==> src/rtl/pipe_stage_ctrl.sv <==
// Sequencing controller for a chain of pipeline-register walls: tracks a valid bit
// per stage, builds collapse-bubble enables, and runs the flush and drain sequences.
module pipe_stage_ctrl #(
    parameter int STAGES       = 4,
    parameter int FLUSH_CYCLES = 2
) (
    input  logic                         clk,
    input  logic                         reset,
    input  logic                         in_valid,
    output logic                         in_ready,
    output logic                         out_valid,
    input  logic                         out_ready,
    input  logic                         flush,
    input  logic                         drain,
    output logic                         drain_done,
    output logic [STAGES-1:0]            stage_en,
    output logic [STAGES-1:0]            stage_softReset,
    output logic [STAGES-1:0]            stage_valid,
    output logic [$clog2(STAGES+1)-1:0]  occupancy,
    output logic                         busy
);

    localparam int OW = $clog2(STAGES+1);
    localparam logic [3:0] CNT_LOAD = 4'(FLUSH_CYCLES - 1);

    typedef enum logic [1:0] {
        IDLE,
        RUN,
        FLUSH,
        DRAIN
    } state_t;

    state_t            state;
    logic [3:0]        cnt;
    logic [STAGES-1:0] v;
    logic [STAGES-1:0] v_next;
    logic [STAGES-1:0] en_w;
    logic              accept;
    logic              drain_held;
    logic              carry;

    // A stage may load when it is empty or the stage ahead of it is moving.
    always_comb begin
        en_w  = '0;
        carry = out_ready;
        for (int i = STAGES - 1; i >= 0; i--) begin
            carry   = !v[i] | carry;
            en_w[i] = carry;
        end
    end

    assign in_ready  = reset & en_w[0] & !flush & !drain & (state != FLUSH);
    assign out_valid = v[STAGES-1] & !flush & (state != FLUSH);
    assign accept    = in_valid & in_ready;

    always_comb begin
        v_next    = v;
        v_next[0] = en_w[0] ? accept : v[0];
        for (int i = 1; i < STAGES; i++) begin
            v_next[i] = en_w[i] ? v[i-1] : v[i];
        end
    end

    always_comb begin
        stage_en = '0;
        if (state == FLUSH) begin
            stage_en = '1;
        end else if (!flush) begin
            stage_en = en_w;
        end
        stage_en = stage_en & {STAGES{reset}};
    end

    always_comb begin
        occupancy = '0;
        for (int i = 0; i < STAGES; i++) begin
            occupancy = occupancy + OW'(v[i]);
        end
    end

    assign stage_softReset = {STAGES{state == FLUSH}};
    assign stage_valid     = v;
    assign busy            = (state != IDLE);

    // drain_held remembers a completed drain so a held level request pulses only once.
    always_ff @(posedge clk or negedge reset) begin
        if (!reset) begin
            state      <= IDLE;
            v          <= '0;
            cnt        <= '0;
            drain_done <= 1'b0;
            drain_held <= 1'b0;
        end else begin
            drain_done <= 1'b0;
            if (!drain) begin
                drain_held <= 1'b0;
            end
            if (flush) begin
                state <= FLUSH;
                cnt   <= CNT_LOAD;
                v     <= '0;
            end else begin
                case (state)
                    FLUSH: begin
                        v <= '0;
                        if (cnt == 4'd0) begin
                            state <= (drain && !drain_held) ? DRAIN : IDLE;
                        end else begin
                            cnt <= cnt - 4'd1;
                        end
                    end
                    IDLE: begin
                        v <= v_next;
                        if (drain) begin
                            if (!drain_held) begin
                                drain_done <= 1'b1;
                                drain_held <= 1'b1;
                            end
                        end else if (accept) begin
                            state <= RUN;
                        end
                    end
                    RUN: begin
                        v <= v_next;
                        if (drain) begin
                            if (v_next == '0) begin
                                drain_done <= 1'b1;
                                drain_held <= 1'b1;
                                state      <= IDLE;
                            end else begin
                                state <= DRAIN;
                            end
                        end else if (v_next == '0) begin
                            state <= IDLE;
                        end
                    end
                    DRAIN: begin
                        v <= v_next;
                        if (!drain) begin
                            state <= (v_next == '0) ? IDLE : RUN;
                        end else if (v_next == '0) begin
                            drain_done <= 1'b1;
                            drain_held <= 1'b1;
                            state      <= IDLE;
                        end
                    end
                    default: state <= IDLE;
                endcase
            end
        end
    end

endmodule

==> config.mk <==
export PLATFORM = sky130hd
export DESIGN_NAME = pipe_stage_ctrl
export DESIGN_NICKNAME = d
export VERILOG_FILES = /design/src/rtl/pipe_stage_ctrl.sv
export SDC_FILE = /design/constraint.sdc
export NUM_CORES = 1
export LEC_CHECK = 0
export BUFFER_PORTS_ARGS = -buffer_cell sky130_fd_sc_hd__buf_2
export CAP_MARGIN = 5
export CORE_AREA = 2 2 48 50
export DETAILED_ROUTE_END_ITERATION = 10
export DIE_AREA = 0 0 50 52
export PLACE_DENSITY_LB_ADDON = 0.2
export SLEW_MARGIN = 15
export SYNTH_ARGS = -nofsm -noshare
export SYNTH_HDL_FRONTEND = slang
export SYNTH_SLANG_ARGS = --single-unit
==> constraint.sdc <==
create_clock -name clk -period 2 [get_ports clk]
set_input_delay 0.1 -clock clk [delete_from_list [all_inputs] [get_ports clk]]
set_output_delay 0.1 -clock clk [all_outputs]
set_load 0.02 [all_outputs]
* Word level (Yosys, flattened, before mapping) *
Cells that the tools add are included.

storage, ports and cells
  register bits = 12
  input bits = 6
  output and inout bits = 19
  logic and storage cells = 81

cells by class
  add/sub/neg operators = 4
  eq/ne operators = 8
  multiplexer cells = 35
  bitwise logic cells = 12
  reductions and logical operators = 17

operator list
  operator                                              count
  2-to-1 mux 4 bit                                      6
  2-to-1 mux 2 bit                                      9
  2-to-1 mux 1 bit                                      16
  logical NOT 4 bit                                     2
  one-hot mux 2 bit (4 select lines)                    1
  one-hot mux 4 bit (2 select lines)                    1
  bitwise AND 1 bit                                     7
  logical NOT 1 bit                                     7
  != test 3 bit (second input constant)                 2
  bitwise AND 4 bit                                     1
  equality test 2 bit (second input constant)           2
  != test 2 bit (second input constant)                 2
  bitwise OR 1 bit                                      4
  one-hot mux 1 bit (2 select lines)                    2
  nonzero test 2 bit                                    2
  subtractor 4 x 1 -> 4 bit (second input constant)     1
  adder 2 x 1 -> 3 bit                                  1
  adder 3 x 1 -> 3 bit                                  1
  != test 3 x 2 -> 1 bit (second input constant)        1
  AND reduction 3 bit                                   1
  OR reduction 3 bit                                    1
  adder 1 x 1 -> 2 bit                                  1
  equality test 2 x 1 -> 1 bit (second input constant)  1
  logical NOT 2 bit                                     1
  other kinds (3)                                       3

* Logic depth before layout (Yosys ltp) *
Gate-level depths: netlist (run 1).

  depth in word-level cells = 16
  depth in mapped cells = 6
  gate-level depth less buffers = 5

* Worst setup path after synthesis (run 1) *
No wires, ideal clock.

  path kind = reg2out
  from = register v[0], in the netlist stage_valid[0]
  to = output port occupancy[1]
  data arrival time = 1.682 ns
  required time = 1.900 ns
  setup slack = 0.218 ns
  cell stages (with the launch flop) = 6
  buffers on the path = 0
  path through = dfrtp_1 inv_1 fa_1 inv_1 ha_1 ha_1

on the way
  cells in the longest elaborated chain, start to end = 3

RTL lines
  what                      line  RTL
  start: declaration        35    logic [STAGES-1:0] v;
  start signal: assignment  113   v <= v_next;
  start signal: assignment  124   v <= v_next;
  start signal: assignment  138   v <= v_next;
  adder 1 x 1 -> 2 bit      77    occupancy = occupancy + OW'(v[i]);
  adder 2 x 1 -> 3 bit      77
  adder 3 x 1 -> 3 bit      77
  end: declaration          19    output logic [$clog2(STAGES+1)-1:0] occupancy,

Every way passes these cells.

* Final worst setup path (run 1) *
Ends and elaborated chain as after synthesis.

==> summary.log, run 1 <==
INFO  logic_synthesis mappedNetlistArea=774µm²
INFO  grt            global_route_wire_length_before_repair=2820µm
INFO  route          via_per_inst=4.96
INFO  finish         syn_to_final_growth=27.3%
INFO  power          static_leak=0.499nW
INFO  finish         fin_cells=137
INFO  finish         fill_cell_total_of_the_finished_layout=202
INFO  setup_path     cp_max_fo=2
INFO  placement      hpwlAfterDp=1230µm
INFO  floorplan      design.portCount=25
INFO  logic_synthesis yosys.cell_count.top_type=dfrtp_1
INFO  floorplan      die_y=52µm
INFO  setup_path     startpoint_type=register
INFO  logic_synthesis netlist_top_cells_count=dfrtp_1 (12), inv_1 (8), nor2_1 (6)
INFO  timing         maxClockFrequency=527MHz
INFO  route          remaining_drcs=0
INFO  clock_tree     path_clk_slew=0.08ns
INFO  setup_path     crit_family=adder cells
INFO  clock_tree     number_of_buffers_created_by_cts=3
INFO  timing         final_min_period_over_clock_period=94.8%
INFO  logic_synthesis synth_fa_ha_area_share=9.05%
INFO  logic_synthesis count_of_flip_flops_with_a_built_in_enable_after_synthesis=0
INFO  grt            overall_global_routing_resource_usage=14.3%
INFO  floorplan      standard_cell_rows=17
INFO  route          routed_wl=1680µm
INFO  floorplan      floorplan.initialDensity=36.8%
INFO  run            max_cap_violations=0
INFO  logic_synthesis synth-seq-cells=12
INFO  route          post_drt_wl_per_cell=12.2µm
INFO  timing         report.final.slew_viol_count=0
INFO  timing         setup_viol=0
INFO  finish         nets=121
INFO  route          first_iter_violations=21
INFO  route          first_pass_iters=4
INFO  grt            grt_remaining_overflow=0
INFO  worst_hold_path timing.hold.worst.class=in -> reg
INFO  logic_synthesis mux_share_of_post_synthesis_cell_area=0%
INFO  power          vdd_drop_max=0.000641V
INFO  logic_synthesis synth_simple_gate_area_share=20.8%
INFO  logic_synthesis post_synth_inst_count=82
INFO  logic_synthesis synth.lib_cells_used.distinct=34
INFO  finish         diodes=0
INFO  logic_synthesis yosysTopAreaCell=dfrtp_1
INFO  logic_synthesis synth_top_cells_by_area=dfrtp_1 (39%), ha_1 (6.5%), buf_4 (3.9%)
INFO  status         run_status=finished clean
INFO  route          vias=680
INFO  setup_path     cp_cell_sequence=inv_2, fa_1, inv_1, ha_2, ha_4, buf_6
INFO  floorplan      die-area=2600µm²
INFO  timing         rel_slew_slack=70.5%
INFO  logic_synthesis synthesis.yosys.warnings=0
INFO  logic_synthesis synthFlopType=dfrtp_1
INFO  clock_tree     tritoncts=yes
INFO  clock_tree     cell_at_the_root_of_the_clock_tree=clkbuf_4
INFO  finish         sequential_cell_area=300µm²
INFO  grt            grt_antenna_before_repair=0
INFO  clock_tree     cts.sinks=12
INFO  logic_synthesis synthXorXnorAreaFrac=3.39%
INFO  setup_path     critical_path_buf_inv_count=3
INFO  setup_path     timing.critical_path.arrival=1.80ns
INFO  clock_tree     htreeDepth=1
INFO  logic_synthesis synthDominantCellAreaShare=38.8%
INFO  clock_tree     clkLatencyLatePin=0.27ns
INFO  logic_synthesis synth_compound_gate_area_share=19.2%
INFO  timing         timing_worst_slew_pin_value=0.438ns
INFO  setup_path     cp_data_required_time=1.90ns
INFO  timing         timing.final.hold_violations=0
INFO  finish         multi_input_comb_area=422µm²
INFO  timing         fin_tns_setup=0ns
INFO  placement      portBuffers=24
INFO  timing         rsz0062_at_grt=no
INFO  placement      gp_congestion=0.731
INFO  logic_synthesis ys_seq_area_share=38.8%
INFO  logic_synthesis synth_top_family_by_area=simple AND/OR/NAND/NOR gates
INFO  setup_path     cpMaxStageDelayCell=fa_1
INFO  power          power.density=1190nW/µm²
INFO  setup_path     setup_crit_path_kind=reg -> out
INFO  grt            maximum_number_of_pins_on_one_net_before_global_route_repair=20
INFO  floorplan      dieWidth=50µm
INFO  route          detail_route_antenna_nets=0
INFO  placement      placed_cells=130
INFO  floorplan      design.core.area=2110µm²
INFO  grt            first_global_vias=608
INFO  setup_path     endpoint_kind=output pin
INFO  logic_synthesis synthesis.nets=93
INFO  finish         final_core_utilization=46.8%
INFO  timing         period_needed=1.90ns
INFO  logic_synthesis async_flop_share=100%
INFO  logic_synthesis synthesis.area_per_instance=9.45µm²
INFO  clock_tree     clock_tree.buffer_depth=2
INFO  finish         post_route_cells_drive_above_1_share=35.8%
INFO  setup_path     critPathMaxStageDelay=0.53ns
INFO  timing         fin_worst_skew=0.00157ns
-- cell type report --
class / count / area share, %
clock buffers: 4 / 3.68
inverters: 9 / 3.43
multi-input cells: 56 / 42.8
flip-flops and latches: 12 / 30.5
well taps: 28 / 3.55
repair buffers: 28 / 16.1
-- state kept, by name, indices dropped and copies added, names as in the netlist --
name,flops
drain_held,1
stage_valid,4
cnt,4
state,2
drain_done,1
-- per-layer routing --
layer  routed length [µm]  GRT usage, %  share of wire (%)  vias to the layer above
met5                    0             0                  0                        -
met4                   31          6.94                1.8                        0
met3                  111          2.01                6.6                        4
met2                  769          21.9                 46                       23
met1                  766          19.6                 46                      320
li1                     -             -                  -                      333
-- path summary, 6_finish.rpt --
kind | start | end | slack (ns) | cells after the start
worst min-delay path | drain | state[1]$_DFFE_PN0P_ | 0.12 | 2
min in group asynchronous | reset | state[1]$_DFFE_PN0P_ | 0.26 | 2
max in group asynchronous | reset | stage_valid[3]$_DFF_PN0_ | 1.48 | 2
worst max register to register | stage_valid[0]$_DFF_PN0_ | state[1]$_DFFE_PN0P_ | 0.33 | 5
worst min register to register | cnt[0]$_DFFE_PN0P_ | cnt[0]$_DFFE_PN0P_ | 0.56 | 2
worst max-delay path | stage_valid[0]$_DFF_PN0_ | occupancy[1] | 0.10 | 6
-- cell families (layout without fill, tap and decap cells) --
kind of cell	count (synthesis)	in the layout
xor+xnor	3	3
flops	12	12
fa+ha+maj	5	5
buf+inv	14	41
compound gates	21	21
simple gates	27	27
-- metrics by stage --
stage	power (W)	area, µm²	hold WS, ns	setup slack, ns
6_report	0.00117	986	0.122	0.104
5_1_grt	0.00126	986	0.135	0.0490
4_1_cts	0.00118	965	0.115	0.0284
3_5_place_dp	0.000980	903	0.0282	0.236
3_3_place_gp	0.000975	903	0.0288	0.299
2_1_floorplan	0.000884	774	-0.196	0.218
-- report_power, final --
group | switching [W] | internal [W]
sequential | 0.0000501 | 0.000301
clock | 0.0000826 | 0.000111
combinational | 0.000389 | 0.000239
total | 0.000522 | 0.000651
-- cells in the final DEF (no fill, tap or decap), types with 4 or more instances in the layout --
master / n
buf_2: 23
a21oi_1: 4
and2_1: 4
inv_1: 6
o21ai_0: 4
dfrtp_1: 12
nor2_1: 6
o21a_1: 4
-- repair_timing --
action / in CTS / in global routing
hold buffers: 1 / 0
endpoints found under the hold margin: 12 / 0
setup endpoints to repair: 1 / 1
pin swaps: 0 / 1
resized for setup: 0 / 6
cloned: 0 / 0
buffers inserted: 2 / 0
Power figures use the tool's default switching activity.
==> run 2: changes to the inputs <==
- clock period: 2 -> 2.4 ns (I/O delays scaled with it)
==> run 2 against run 1 <==
Combinational power down 17%; core utilization shrank 2.4 points; sequential share of layout area is 1.6 points higher; flip-flop and latch count unchanged; power is 20% lower; sequential power fell by 17%; clock power is 35% lower; clock-buffer cell count shrank 1; largest cell class unchanged; largest power group unchanged; highest routed layer unchanged.
==> summary.log, run 2 (synthesis results as in run 1) <==
INFO  status         run_status=finished clean
INFO  clock_tree     cell_at_the_root_of_the_clock_tree=clkbuf_4
INFO  worst_hold_path min_path_cells=2 [unchanged]
INFO  setup_path     cp_max_fo=6 [+4]
INFO  placement      placedInstanceArea=903µm² [unchanged]
INFO  grt            maximum_number_of_pins_on_one_net_before_global_route_repair=20 [unchanged]
INFO  worst_hold_path timing.hold.worst.class=in -> reg
INFO  finish         post-route-cell-area=936µm² [-5.1%]
INFO  timing         fin_tns_setup=0ns [unchanged]
INFO  finish         nets=119 [-1.7%]
INFO  setup_path     startpoint_type=register
INFO  route          detail_route_antenna_nets=0 [unchanged]
INFO  route          routed_wl=1610µm [-4.3%]
INFO  power          power.density=1000nW/µm² [-16%]
INFO  setup_path     endpoint_kind=output pin
INFO  clock_tree     htreeDepth=1 [unchanged]
INFO  timing         maxClockFrequency=487MHz
INFO  setup_path     setup_crit_path_kind=reg -> out
INFO  timing         final_min_period_over_clock_period=85.6%
INFO  floorplan      floorplan.initialDensity=36.8% [unchanged]
INFO  route          remaining_drcs=0 [unchanged]
INFO  power          netSwitchingFraction=46.0% [+1.5 points]
INFO  power          total_switching_power=0.000433W [-17%]
INFO  grt            grt_remaining_overflow=0 [unchanged]
INFO  clock_tree     clock_tree.buffer_depth=2 [unchanged]
INFO  setup_path     cp_data_required_time=2.28ns [+0.38 ns]
INFO  floorplan      design.portCount=25 [unchanged]
INFO  finish         layout.cells.most_common_list=buf_2 (24), dfrtp_1 (12), inv_1 (8)
INFO  finish         post_route_cells_drive_above_1_share=30.2% [-5.6 points]
INFO  route          first_iter_violations=11 [-48%]
INFO  finish         fin_cells=134 [-2.2%]
INFO  clock_tree     number_of_buffers_created_by_cts=3 [unchanged]
INFO  floorplan      dieWidth=50µm [unchanged]
INFO  placement      placed_cells=130 [unchanged]
INFO  grt            first_global_vias=620 [+2.0%]
INFO  power          pwr-share-clk=13.3% [-3.2 points]
INFO  floorplan      design.core.area=2110µm² [unchanged]
INFO  power          static_leak=0.486nW [-2.6%]
INFO  timing         rel_slew_slack=73.7% [+3.1 points]
INFO  grt            overall_global_routing_resource_usage=14.5% [+0.24 points]
INFO  route          post_drt_wl_per_cell=12.0µm [-2.1%]
INFO  clock_tree     tritoncts=yes
INFO  clock_tree     path_clk_slew=0.07ns [about the same]
INFO  clock_tree     cts.sinks=12 [unchanged]
INFO  finish         layout.cells.most_common=buf_2
INFO  route          via_per_inst=5.03 [+1.3%]
INFO  placement      place_ws=0.634ns [+0.398 ns]
INFO  timing         timing.final.hold_violations=0 [unchanged]
INFO  floorplan      die-area=2600µm² [unchanged]
INFO  clock_tree     cts_setup_buffers=0 [-2]
INFO  placement      hpwlAfterDp=1200µm [-2.0%]
INFO  grt            global_route_wire_length_before_repair=2860µm [+1.5%]
INFO  finish         diodes=0 [unchanged]
INFO  finish         syn_to_final_growth=20.8%
INFO  setup_path     reg2regPathDepth=4 [-1]
INFO  route          vias=674 [-0.88%]
INFO  grt            grt_antenna_before_repair=0 [unchanged]
INFO  timing         rsz0062_at_grt=no
INFO  route          first_pass_iters=4 [unchanged]
INFO  placement      gp_congestion=0.742 [+1.4%]
INFO  timing         period_needed=2.05ns
INFO  timing         finalWorstSetupSlack=0.346ns [+0.242 ns]
INFO  power          vdd_drop_max=0.000493V [-23%]
INFO  timing         report.final.slew_viol_count=0 [unchanged]
INFO  finish         fill_cell_total_of_the_finished_layout=220 [+8.9%]
INFO  floorplan      standard_cell_rows=17 [unchanged]
INFO  timing         fin_worst_skew=0.00136ns [-0.000207 ns]
INFO  run            max_cap_violations=0 [unchanged]
INFO  power          p_int=0.000508W [-22%]
INFO  timing         setup_viol=0 [unchanged]
INFO  setup_path     timing.critical_path.arrival=1.93ns [+0.13 ns]
INFO  clock_tree     post_cts_resize_count=0 [unchanged]
INFO  placement      portBuffers=24 [unchanged]
INFO  power          comb_power_share=55.7% [+2.1 points]
INFO  timing         timing_worst_slew_pin_value=0.389ns [-0.0485 ns]
INFO  floorplan      die_y=52µm [unchanged]
INFO  clock_tree     clkLatencyLatePin=0.27ns [about the same]
INFO  power          power.sequential.fraction=31.0% [+1.0 points]
-- run 2: path summary, 6_finish.rpt --
kind,endpoint,start,slack (ns)
max reg2reg,state[1]$_DFFE_PN0P_,stage_valid[0]$_DFF_PN0_,0.84
max,occupancy[1],stage_valid[0]$_DFF_PN0_,0.35
min,drain_done$_DFF_PN0_,drain,0.14
max in group asynchronous,stage_valid[2]$_DFF_PN0_,reset,1.86
min in group asynchronous,state[1]$_DFFE_PN0P_,reset,0.28
min reg2reg,cnt[3]$_DFFE_PN0P_,cnt[3]$_DFFE_PN0P_,0.56
-- run 2: what timing repair did --
item                       4_1_cts  5_1_grt
hold endpoints to repair        12        0
hold buffers                     1        0
setup endpoints to repair        0        0
-- run 2: per-layer routing --
| layer | part of all wire, % | vias to the layer above | global-route usage (%) |
|---|---|---|---|
| li1 | - | 331 | - |
| met1 | 49 | 320 | 20.1 |
| met2 | 44 | 19 | 20.8 |
| met3 | 4.7 | 4 | 2.01 |
| met4 | 1.4 | 0 | 9.72 |
| met5 | 0 | - | 0 |
-- run 2: critical path, cell delays in order, from the launching register on --
cell     delay, ns
dfrtp_1       0.41
inv_1         0.08
fa_1          0.53
inv_1         0.04
ha_1          0.17
ha_1          0.27
buf_2         0.16
-- run 2: power by group through the flow --
stage | Combinational, W | Clock (W) | Sequential [W]
final | 0.000524 | 0.000125 | 0.000291
after global routing | 0.000581 | 0.000137 | 0.000299
after CTS | 0.000530 | 0.000132 | 0.000291
after detailed placement | 0.000529 | 0 | 0.000294
after global placement | 0.000515 | 0 | 0.000294
after floorplan | 0.000445 | 0 | 0.000291
-- run 2: layout make-up --
type | instances | area [µm²] | share of cell area, %
Clock buffer | 3 | 22.5 | 2.41
Inverter | 9 | 33.8 | 3.61
Multi-Input combinational cell | 56 | 407 | 43.4
Sequential cell | 12 | 300 | 32.1
Tap cell | 28 | 35.0 | 3.74
Timing Repair Buffer | 26 | 138 | 14.7
-- run 2: through the flow --
stage | hold slack, ns | utilization [%] | power (W)
floorplan | -0.176 | - | 0.000737
global placement | 0.0495 | 42.9 | 0.000809
detailed placement | 0.0525 | 42.9 | 0.000823
CTS | 0.130 | 44.4 | 0.000953
global route | 0.146 | 44.4 | 0.00102
finish | 0.140 | 44.4 | 0.000940
